### src/rtl/led_pwm_fader.sv
// led_pwm_fader: three-channel 8-bit PWM driver for the board RGB LED.
// Target colours arrive over a valid/ready handshake. Each channel then ramps
// linearly toward its target, so colour changes fade instead of stepping.
//
// Ports:
//   clk          system clock (24 MHz PLL output)
//   rst          asynchronous reset, active-high
//   in_valid     target colour valid
//   in_ready     a colour can be accepted (pending register empty)
//   in_r/g/b     8-bit target brightness per channel
//   led_r/g/b    registered PWM pin drive (inverted when ACTIVE_LOW=1)
//   period_start one-cycle pulse in the first cycle of each PWM period
//   busy         a target is pending or a fade is in progress
module led_pwm_fader #(
    parameter int unsigned CLK_DIV      = 24,
    parameter int unsigned FADE_PERIODS = 4,
    parameter bit          ACTIVE_LOW   = 1'b0
) (
    input  logic       clk,
    input  logic       rst,
    input  logic       in_valid,
    output logic       in_ready,
    input  logic [7:0] in_r,
    input  logic [7:0] in_g,
    input  logic [7:0] in_b,
    output logic       led_r,
    output logic       led_g,
    output logic       led_b,
    output logic       period_start,
    output logic       busy
);

    localparam int unsigned DIV_W = (CLK_DIV > 1) ? $clog2(CLK_DIV) : 1;
    localparam int unsigned FC_W  = (FADE_PERIODS > 1) ? $clog2(FADE_PERIODS) : 1;
    localparam logic [DIV_W-1:0] DIV_LAST = DIV_W'(CLK_DIV - 1);
    localparam logic [FC_W-1:0]  FC_LAST  = FC_W'((FADE_PERIODS == 0) ? 0 : FADE_PERIODS - 1);

    typedef enum logic {
        IDLE = 1'b0,
        FADE = 1'b1
    } state_t;

    // Channel vectors are ordered {r, g, b}: index 2 is red, 0 is blue.
    logic [DIV_W-1:0] div_cnt;
    logic [7:0]       pwm_cnt;
    state_t           state, state_n;
    logic [2:0][7:0]  pend, pend_n;
    logic [2:0][7:0]  ft, ft_n;
    logic [2:0][7:0]  cur, cur_n;
    logic [FC_W-1:0]  fade_cnt, fade_n;
    logic             in_ready_n;
    logic             busy_n;
    logic             tick;
    logic             bnd;
    logic             take;
    logic [2:0][7:0]  chan_in;

    assign chan_in = {in_r, in_g, in_b};
    assign tick    = (div_cnt == DIV_LAST);
    assign bnd     = tick && (pwm_cnt == 8'hFF);

    // Prescaler and free-running PWM count
    always_ff @(posedge clk or posedge rst) begin
        if (rst) begin
            div_cnt <= '0;
            pwm_cnt <= '0;
        end else if (tick) begin
            div_cnt <= '0;
            pwm_cnt <= pwm_cnt + 8'd1;
        end else begin
            div_cnt <= div_cnt + DIV_W'(1);
        end
    end

    // Fade FSM next state; all brightness changes happen only at period boundaries
    always_comb begin
        state_n    = state;
        ft_n       = ft;
        cur_n      = cur;
        fade_n     = fade_cnt;
        take       = 1'b0;
        pend_n     = pend;
        in_ready_n = in_ready;

        if (bnd) begin
            case (state)
                IDLE: begin
                    if (!in_ready) begin
                        take    = 1'b1;
                        ft_n    = pend;
                        fade_n  = '0;
                        state_n = FADE;
                        if (FADE_PERIODS == 0) cur_n = pend;
                    end
                end
                FADE: begin
                    // Retarget: new colour replaces ft, ramp continues from cur
                    if (!in_ready) begin
                        take = 1'b1;
                        ft_n = pend;
                    end
                    if (FADE_PERIODS == 0) begin
                        if (!in_ready) cur_n = pend;
                        else           state_n = IDLE;
                    end else begin
                        if (fade_cnt == FC_LAST) begin
                            fade_n = '0;
                            for (int k = 0; k < 3; k++) begin
                                if (cur[k] < ft_n[k])      cur_n[k] = cur[k] + 8'd1;
                                else if (cur[k] > ft_n[k]) cur_n[k] = cur[k] - 8'd1;
                            end
                        end else begin
                            fade_n = fade_cnt + FC_W'(1);
                        end
                        if (cur_n == ft_n) state_n = IDLE;
                    end
                end
                default: state_n = IDLE;
            endcase
        end

        // Take and transfer are exclusive: a transfer needs the register empty
        if (take) begin
            in_ready_n = 1'b1;
        end else if (in_valid && in_ready) begin
            in_ready_n = 1'b0;
            pend_n     = chan_in;
        end

        busy_n = !in_ready_n || (state_n == FADE);
    end

    // State and registered outputs
    always_ff @(posedge clk or posedge rst) begin
        if (rst) begin
            state        <= IDLE;
            pend         <= '0;
            ft           <= '0;
            cur          <= '0;
            fade_cnt     <= '0;
            in_ready     <= 1'b1;
            busy         <= 1'b0;
            period_start <= 1'b0;
            led_r        <= ACTIVE_LOW;
            led_g        <= ACTIVE_LOW;
            led_b        <= ACTIVE_LOW;
        end else begin
            state        <= state_n;
            pend         <= pend_n;
            ft           <= ft_n;
            cur          <= cur_n;
            fade_cnt     <= fade_n;
            in_ready     <= in_ready_n;
            busy         <= busy_n;
            period_start <= bnd;
            led_r        <= (pwm_cnt < cur[2]) ^ ACTIVE_LOW;
            led_g        <= (pwm_cnt < cur[1]) ^ ACTIVE_LOW;
            led_b        <= (pwm_cnt < cur[0]) ^ ACTIVE_LOW;
        end
    end

endmodule

### config.mk
export PLATFORM = sky130hd
export DESIGN_NAME = led_pwm_fader
export DESIGN_NICKNAME = d
export VERILOG_FILES = /design/src/rtl/led_pwm_fader.sv
export SDC_FILE = /design/constraint.sdc
export NUM_CORES = 1
export LEC_CHECK = 0
export CAP_MARGIN = 20
export CORE_MARGIN = 2
export CORE_UTILIZATION = 56
export DETAILED_ROUTE_END_ITERATION = 8
export PLACE_DENSITY = 0.75
export SLEW_MARGIN = 5
export SYNTH_ARGS = -nofsm -noshare
export SYNTH_HDL_FRONTEND = slang
export SYNTH_SLANG_ARGS = --single-unit
export TNS_END_PERCENT = 1
### constraint.sdc
create_clock -name clk -period 9.4 [get_ports clk]
set_input_delay 1.88 -clock clk [delete_from_list [all_inputs] [get_ports clk]]
set_output_delay 1.88 -clock clk [all_outputs]
set_load 0.02 [all_outputs]
== After elaboration in Yosys (flattened, before gate mapping) ==
Cells that the tools add are included.

* Output and inout port bits: 6
* Logic and storage cells: 75
* Register bits: 94

* Eq/ne operators: 5
* $lt $le $gt $ge: 9
* Bitwise logic cells: 2
* Muxes and demuxes: 24
* Reduce and logical (&&, ||, !) cells: 7
* Add/sub/neg operators: 9

{| class="wikitable"
|+ Operators by type and width
! cell !! count
|-
| 24-bit two-way mux || 6
|-
| 8-bit < comparator || 6
|-
| 8-bit two-way mux || 6
|-
| 24-bit one-hot mux with 2 select lines || 1
|-
| 8-bit by 1-bit adder with 8-bit output, second input constant || 4
|-
| 24-bit == test || 1
|-
| 8-bit greater-than comparator || 3
|-
| 8-bit by 1-bit subtractor with 8-bit output, second input constant || 3
|-
| 8-bit == test, second input constant || 1
|-
| 1-bit two-way mux || 6
|-
| 2-bit AND reduction || 3
|-
| 5-bit by 1-bit adder with 5-bit output, second input constant || 1
|-
| 5-bit == test, second input constant || 1
|-
| 5-bit two-way mux || 1
|-
| 2-bit two-way mux || 2
|-
| 2-bit one-hot mux with 2 select lines || 1
|-
| 2-bit by 1-bit adder with 2-bit output, second input constant || 1
|-
| 2-bit == test, second input constant || 1
|-
| 1-bit logical AND || 2
|-
| 2-bit != test, second input constant || 1
|-
| 1-bit NOT || 2
|-
| 1-bit one-hot mux with 2 select lines || 1
|-
| 1-bit zero test || 1
|-
| 1-bit logical OR || 1
|}

== Longest topological paths before layout ==
* Depth in word-level cells: 14
* Mapped depth: 16
* Mapped depth without buffers: 13

== Worst setup path after synthesis ==
No wires, ideal clock.

* Kind: reg-to-reg
* Start: reg in_ready
* End: reg busy
* Period minus slack after synthesis: 3.691 ns
* Setup slack: 5.709 ns
* Stages on the path, launching flop included: 16
* Setup time: 0.147 ns
* Required time: 9.253 ns
* Data arrival time: 3.543 ns
* Cells stage by stage: dfstp_2 buf_6 buf_8 buf_2 mux2i_1 ha_1 nor2b_1 o211ai_1 a21o_1 nand2_1 o41a_1 a22o_1 nor4b_1 nand4_1 o21ai_0 a22oi_1

* Cells in the longest elaborated chain, start to end: 14

{| class="wikitable"
|+ Ends and longest elaborated chain
! item !! line !! source
|-
| start, declared || 22 || <nowiki>output logic in_ready,</nowiki>
|-
| start signal, assigned || 153 || <nowiki>in_ready <= in_ready_n;</nowiki>
|-
| 24-bit two-way mux || n/a ||
|-
| 24-bit two-way mux || 86 || <nowiki>case (state)</nowiki>
|-
| 24-bit two-way mux || 85 || <nowiki>if (bnd) begin</nowiki>
|-
| 8-bit greater-than comparator || 110 || <nowiki>else if (cur[k] > ft_n[k]) cur_n[k] = cur[k] - 8'd1;</nowiki>
|-
| 8-bit two-way mux || 110 ||
|-
| 8-bit two-way mux || 109 || <nowiki>if (cur[k] < ft_n[k]) cur_n[k] = cur[k] + 8'd1;</nowiki>
|-
| 24-bit two-way mux || 106 || <nowiki>if (fade_cnt == FC_LAST) begin</nowiki>
|-
| 24-bit two-way mux || 86 ||
|-
| 24-bit two-way mux || 85 ||
|-
| 24-bit == test || 115 || <nowiki>if (cur_n == ft_n) state_n = IDLE;</nowiki>
|-
| 1-bit two-way mux || 115 ||
|-
| 1-bit one-hot mux with 2 select lines || 86 ||
|-
| 1-bit two-way mux || 85 ||
|-
| 1-bit logical OR (*) || 130 || <nowiki>busy_n = !in_ready_n || (state_n == FADE);</nowiki>
|-
| net busy_n || 52 || <nowiki>logic busy_n;</nowiki>
|-
| end signal, assigned || 154 || <nowiki>busy <= busy_n;</nowiki>
|-
| end, declared || 30 || <nowiki>output logic busy</nowiki>
|}

Mark *: on every way through the listed nets, which the timed path passes. The rest lies on a longest branch. The select of a mux whose other input is x is not followed.
A chain may end at the register's enable or synchronous reset.

== Worst setup path in the final report ==
Ends and elaborated chain as after synthesis.

==> metrics.yaml <==
logic_synthesis:
  synth_top_cell_area_share: 0.360
  yosysWarnings: 0
  yosys-top-cells-area: "sky130_fd_sc_hd__dfrtp_1 36%, sky130_fd_sc_hd__ha_1 10%, sky130_fd_sc_hd__xnor2_1 7.3%"
  syn_area_um2: 6460
  synth_area_leader_cell: "sky130_fd_sc_hd__dfrtp_1"
  synth-edff-count: 0
  yosys_register_bits: 94
  portion_of_the_post_synthesis_area_used_by_sequential_elements: 0.365
  share_of_async_settable_or_async_resettable_flops_after_synthesis: 1.00
  ys_types: 70
  synth_flop_cell: "sky130_fd_sc_hd__dfrtp_1"
  synth_area_per_cell_um2: 9.38
  gate_count_after_technology_mapping: 688
  syn_nets: 769
setup_path:
  critPathArrivalTime_ps: 4610
  critical_path.startpoint_type: "register"
  critPathRequiredTime_ps: 9590
  endpoint_kind: "register"
  critical_path_peak_fanout: 28
  worstSetupPathType: "register to register"
  worst_reg_to_reg_setup_slack_ps: 4980
finish:
  fillCellCount: 995
  drive_gt1_frac: 0.0868
  layout.cell_area.non_filler_um2: 7150
  num-nets-final: 790
  postLayoutCoreUtil: 0.632
  diodes: 0
  syn2layout_area_growth_pct: 10.8
placed_design:
  port_buffers: 32
  place.gp.congestion: 0.944
  detailed_place.area_um2: 6860
  dp_hpwl_um: 13300
clock_tree:
  cts_sink_count: 94
  post_cts_hold_buffer_count: 0
  ctsLongestPathBuffers: 2
  cts.repair.resized: 0
  cts_tree: "done"
  cts-buffers-inserted: 9
  ctsRootBufferMaster: "sky130_fd_sc_hd__clkbuf_16"
  clkTransAtPathRegs_ps: 70
  cts_setup_buffers: 0
  h-tree-depth: 3
  clock_insertion_delay_worst_skew_ps: 360
timing:
  min_period_ps: 4420
  timing_max_transition_violations_final: 0
  grt_setup_unrepaired: "false"
  skew_ps: 7.15
  maxClockFrequency_mhz: 226
  timing_worst_slew_pin_value_ps: 1030
  final-hold-violation-count: 0
  setup_viol_count_final: 0
  setup_tns_ps: 0
  slew_headroom: 0.312
  fin_crit_sh: 0.470
  hold_slack_ps: 470
power:
  worst_ir_drop_vdd_v: 0.000155
  cellPowerDensity_nw_per_um2: 129
  leakagePower_nw: 3.01
drt:
  post_drt_via_cell_ratio: 6.27
  final_antenna_net_count: 0
  via_count: 5370
  wl_per_cell_um: 20.5
  detailedRoute.firstIterationViolations: 517
  drc: 0
  totalWireLength_um: 17600
  firstDrtPassIters: 5
die:
  chipHeight_um: 111
  die_width_um: 111
  coreArea_um2: 11300
  initial_utilization: 0.570
  design.die.area_um2: 12400
  io_pins: 33
  number_of_rows_in_the_core_area: 39
global_routing:
  grt-ovfl-total: 0
  grt_first_pass_wirelength_um: 28400
  grt_pass1_vias: 5300
  grt.total_usage: 0.294
  grt_antenna_before_repair: 0
  grt_max_degree: 51
status:
  run_status: "complete, no violations"
job:
  drv_cap: 0
hold_path:
  worst_hold_path_type: "register to register"
[critical path: stages, from the launching register on]
cell	delay (ps)
sky130_fd_sc_hd__dfstp_2	1110
sky130_fd_sc_hd__mux2i_1	540
sky130_fd_sc_hd__ha_1	340
sky130_fd_sc_hd__nand4_1	170
sky130_fd_sc_hd__or2_1	310
sky130_fd_sc_hd__nand2_1	150
sky130_fd_sc_hd__or3_1	400
sky130_fd_sc_hd__o22a_1	210
sky130_fd_sc_hd__a22o_1	210
sky130_fd_sc_hd__nor4b_1	360
sky130_fd_sc_hd__nand4_1	170
sky130_fd_sc_hd__o21ai_0	190
sky130_fd_sc_hd__a22oi_1	90
[final timing paths]
path                       startpoint    endpoint  cells after the start
max in group asynchronous         rst       ft[4]                      3
max reg2reg                  in_ready        busy                     12
max                          in_ready        busy                     12
min                        div_cnt[0]  div_cnt[0]                      1
min reg2reg                div_cnt[0]  div_cnt[0]                      1
min in group asynchronous         rst    pend[22]                      2
[power breakdown]
part | switching, mW | total, mW | leakage, nW | internal [mW]
combinational | 0.0837 | 0.139 | 1.60 | 0.0557
sequential | 0.00498 | 0.418 | 1.27 | 0.413
clock | 0.180 | 0.366 | 0.134 | 0.186
[per-stage QoR]
stage          setup WS, ps  total power [mW]  std cells
6_report               4980             0.923        857
5_1_grt                4800             0.957        857
4_1_cts                5050             0.927        857
3_5_place_dp           5070             0.564        841
3_3_place_gp           5040             0.562        841
2_1_floorplan          5070             0.521        688
[cell families after synthesis]
family / share of synthesized area
AND/OR/NAND/NOR: 0.160
multiplexers: 0.0967
flip-flops: 0.365
adder cells (fa/ha/maj): 0.105
XOR/XNOR: 0.0800
buffers and inverters: 0.0391
AO/OA/AOI/OAI: 0.155
[layout by cell type (no fill, tap or decap), types with 3 or more instances in the layout]
cell type,Yosys,routed
sky130_fd_sc_hd__nand2_1,34,34
sky130_fd_sc_hd__clkbuf_16,0,9
sky130_fd_sc_hd__a31oi_1,4,4
sky130_fd_sc_hd__nand4_1,23,23
sky130_fd_sc_hd__nor2b_1,6,6
sky130_fd_sc_hd__xor2_1,5,5
sky130_fd_sc_hd__o21ai_0,36,36
sky130_fd_sc_hd__xnor2_1,54,54
sky130_fd_sc_hd__and3_1,4,4
sky130_fd_sc_hd__nand2b_1,9,9
sky130_fd_sc_hd__nor4_1,8,8
sky130_fd_sc_hd__o31ai_1,5,5
sky130_fd_sc_hd__o21a_1,3,3
sky130_fd_sc_hd__nor2_1,64,64
sky130_fd_sc_hd__inv_1,33,32
sky130_fd_sc_hd__clkinvlp_4,0,3
sky130_fd_sc_hd__a211oi_1,5,5
sky130_fd_sc_hd__o211ai_1,7,7
sky130_fd_sc_hd__nor3_1,13,13
sky130_fd_sc_hd__a21boi_0,3,3
sky130_fd_sc_hd__mux2i_1,25,25
sky130_fd_sc_hd__a21oi_1,58,58
sky130_fd_sc_hd__ha_1,54,54
sky130_fd_sc_hd__a21o_1,5,5
sky130_fd_sc_hd__clkdlybuf4s50_1,0,32
sky130_fd_sc_hd__nand3_1,25,25
sky130_fd_sc_hd__nor4b_1,3,3
sky130_fd_sc_hd__mux2_2,30,30
sky130_fd_sc_hd__dfrtp_1,93,93
sky130_fd_sc_hd__buf_4,1,3
sky130_fd_sc_hd__and2_1,5,5
[final cells by class]
class	instances	area (um^2)	share of cell area
Sequential cell	94	2350	0.329
Inverter	35	134	0.0187
Timing Repair Buffer	35	343	0.0479
Clock buffer	9	225	0.0315
Clock inverter	7	70.1	0.00979
Multi-Input combinational cell	534	3850	0.538
Tap cell	143	179	0.0250
[cells in the mapped netlist (3+ instances only)]
master / count
sky130_fd_sc_hd__clkbuf_1: 16
sky130_fd_sc_hd__a31oi_1: 4
sky130_fd_sc_hd__mux2_2: 30
sky130_fd_sc_hd__nand4_1: 23
sky130_fd_sc_hd__a21boi_0: 3
sky130_fd_sc_hd__xnor2_1: 54
sky130_fd_sc_hd__o211ai_1: 7
sky130_fd_sc_hd__and2_1: 5
sky130_fd_sc_hd__dfrtp_1: 93
sky130_fd_sc_hd__nand3_1: 25
sky130_fd_sc_hd__nor4b_1: 3
sky130_fd_sc_hd__a21o_1: 5
sky130_fd_sc_hd__o21ai_0: 36
sky130_fd_sc_hd__nor2b_1: 6
sky130_fd_sc_hd__nand2_1: 34
sky130_fd_sc_hd__and3_1: 4
sky130_fd_sc_hd__xor2_1: 5
sky130_fd_sc_hd__a211oi_1: 5
sky130_fd_sc_hd__buf_2: 3
sky130_fd_sc_hd__ha_1: 54
sky130_fd_sc_hd__o31ai_1: 5
sky130_fd_sc_hd__nor4_1: 8
sky130_fd_sc_hd__nor3_1: 13
sky130_fd_sc_hd__mux2i_1: 25
sky130_fd_sc_hd__inv_1: 33
sky130_fd_sc_hd__nand2b_1: 9
sky130_fd_sc_hd__nor2_1: 64
sky130_fd_sc_hd__o21a_1: 3
sky130_fd_sc_hd__a21oi_1: 58
[routing by layer]
layer  vias up  track usage  wire (um)  part of all wire
met2       172        0.510       8770              0.50
met3        44       0.0484        817             0.046
met5         -            0          0                 0
li1       2549            -          -                 -
met4         0        0.115        629             0.036
met1      2605        0.369       7360              0.42
[registers in the layout, summed over array words and instances, names as in the netlist, 2 cells and up]
name,count
pwm_cnt,8
cur,24
ft,24
fade_cnt,2
div_cnt,5
pend,24
No activity file was read; power rests on OpenSTA's default activity.
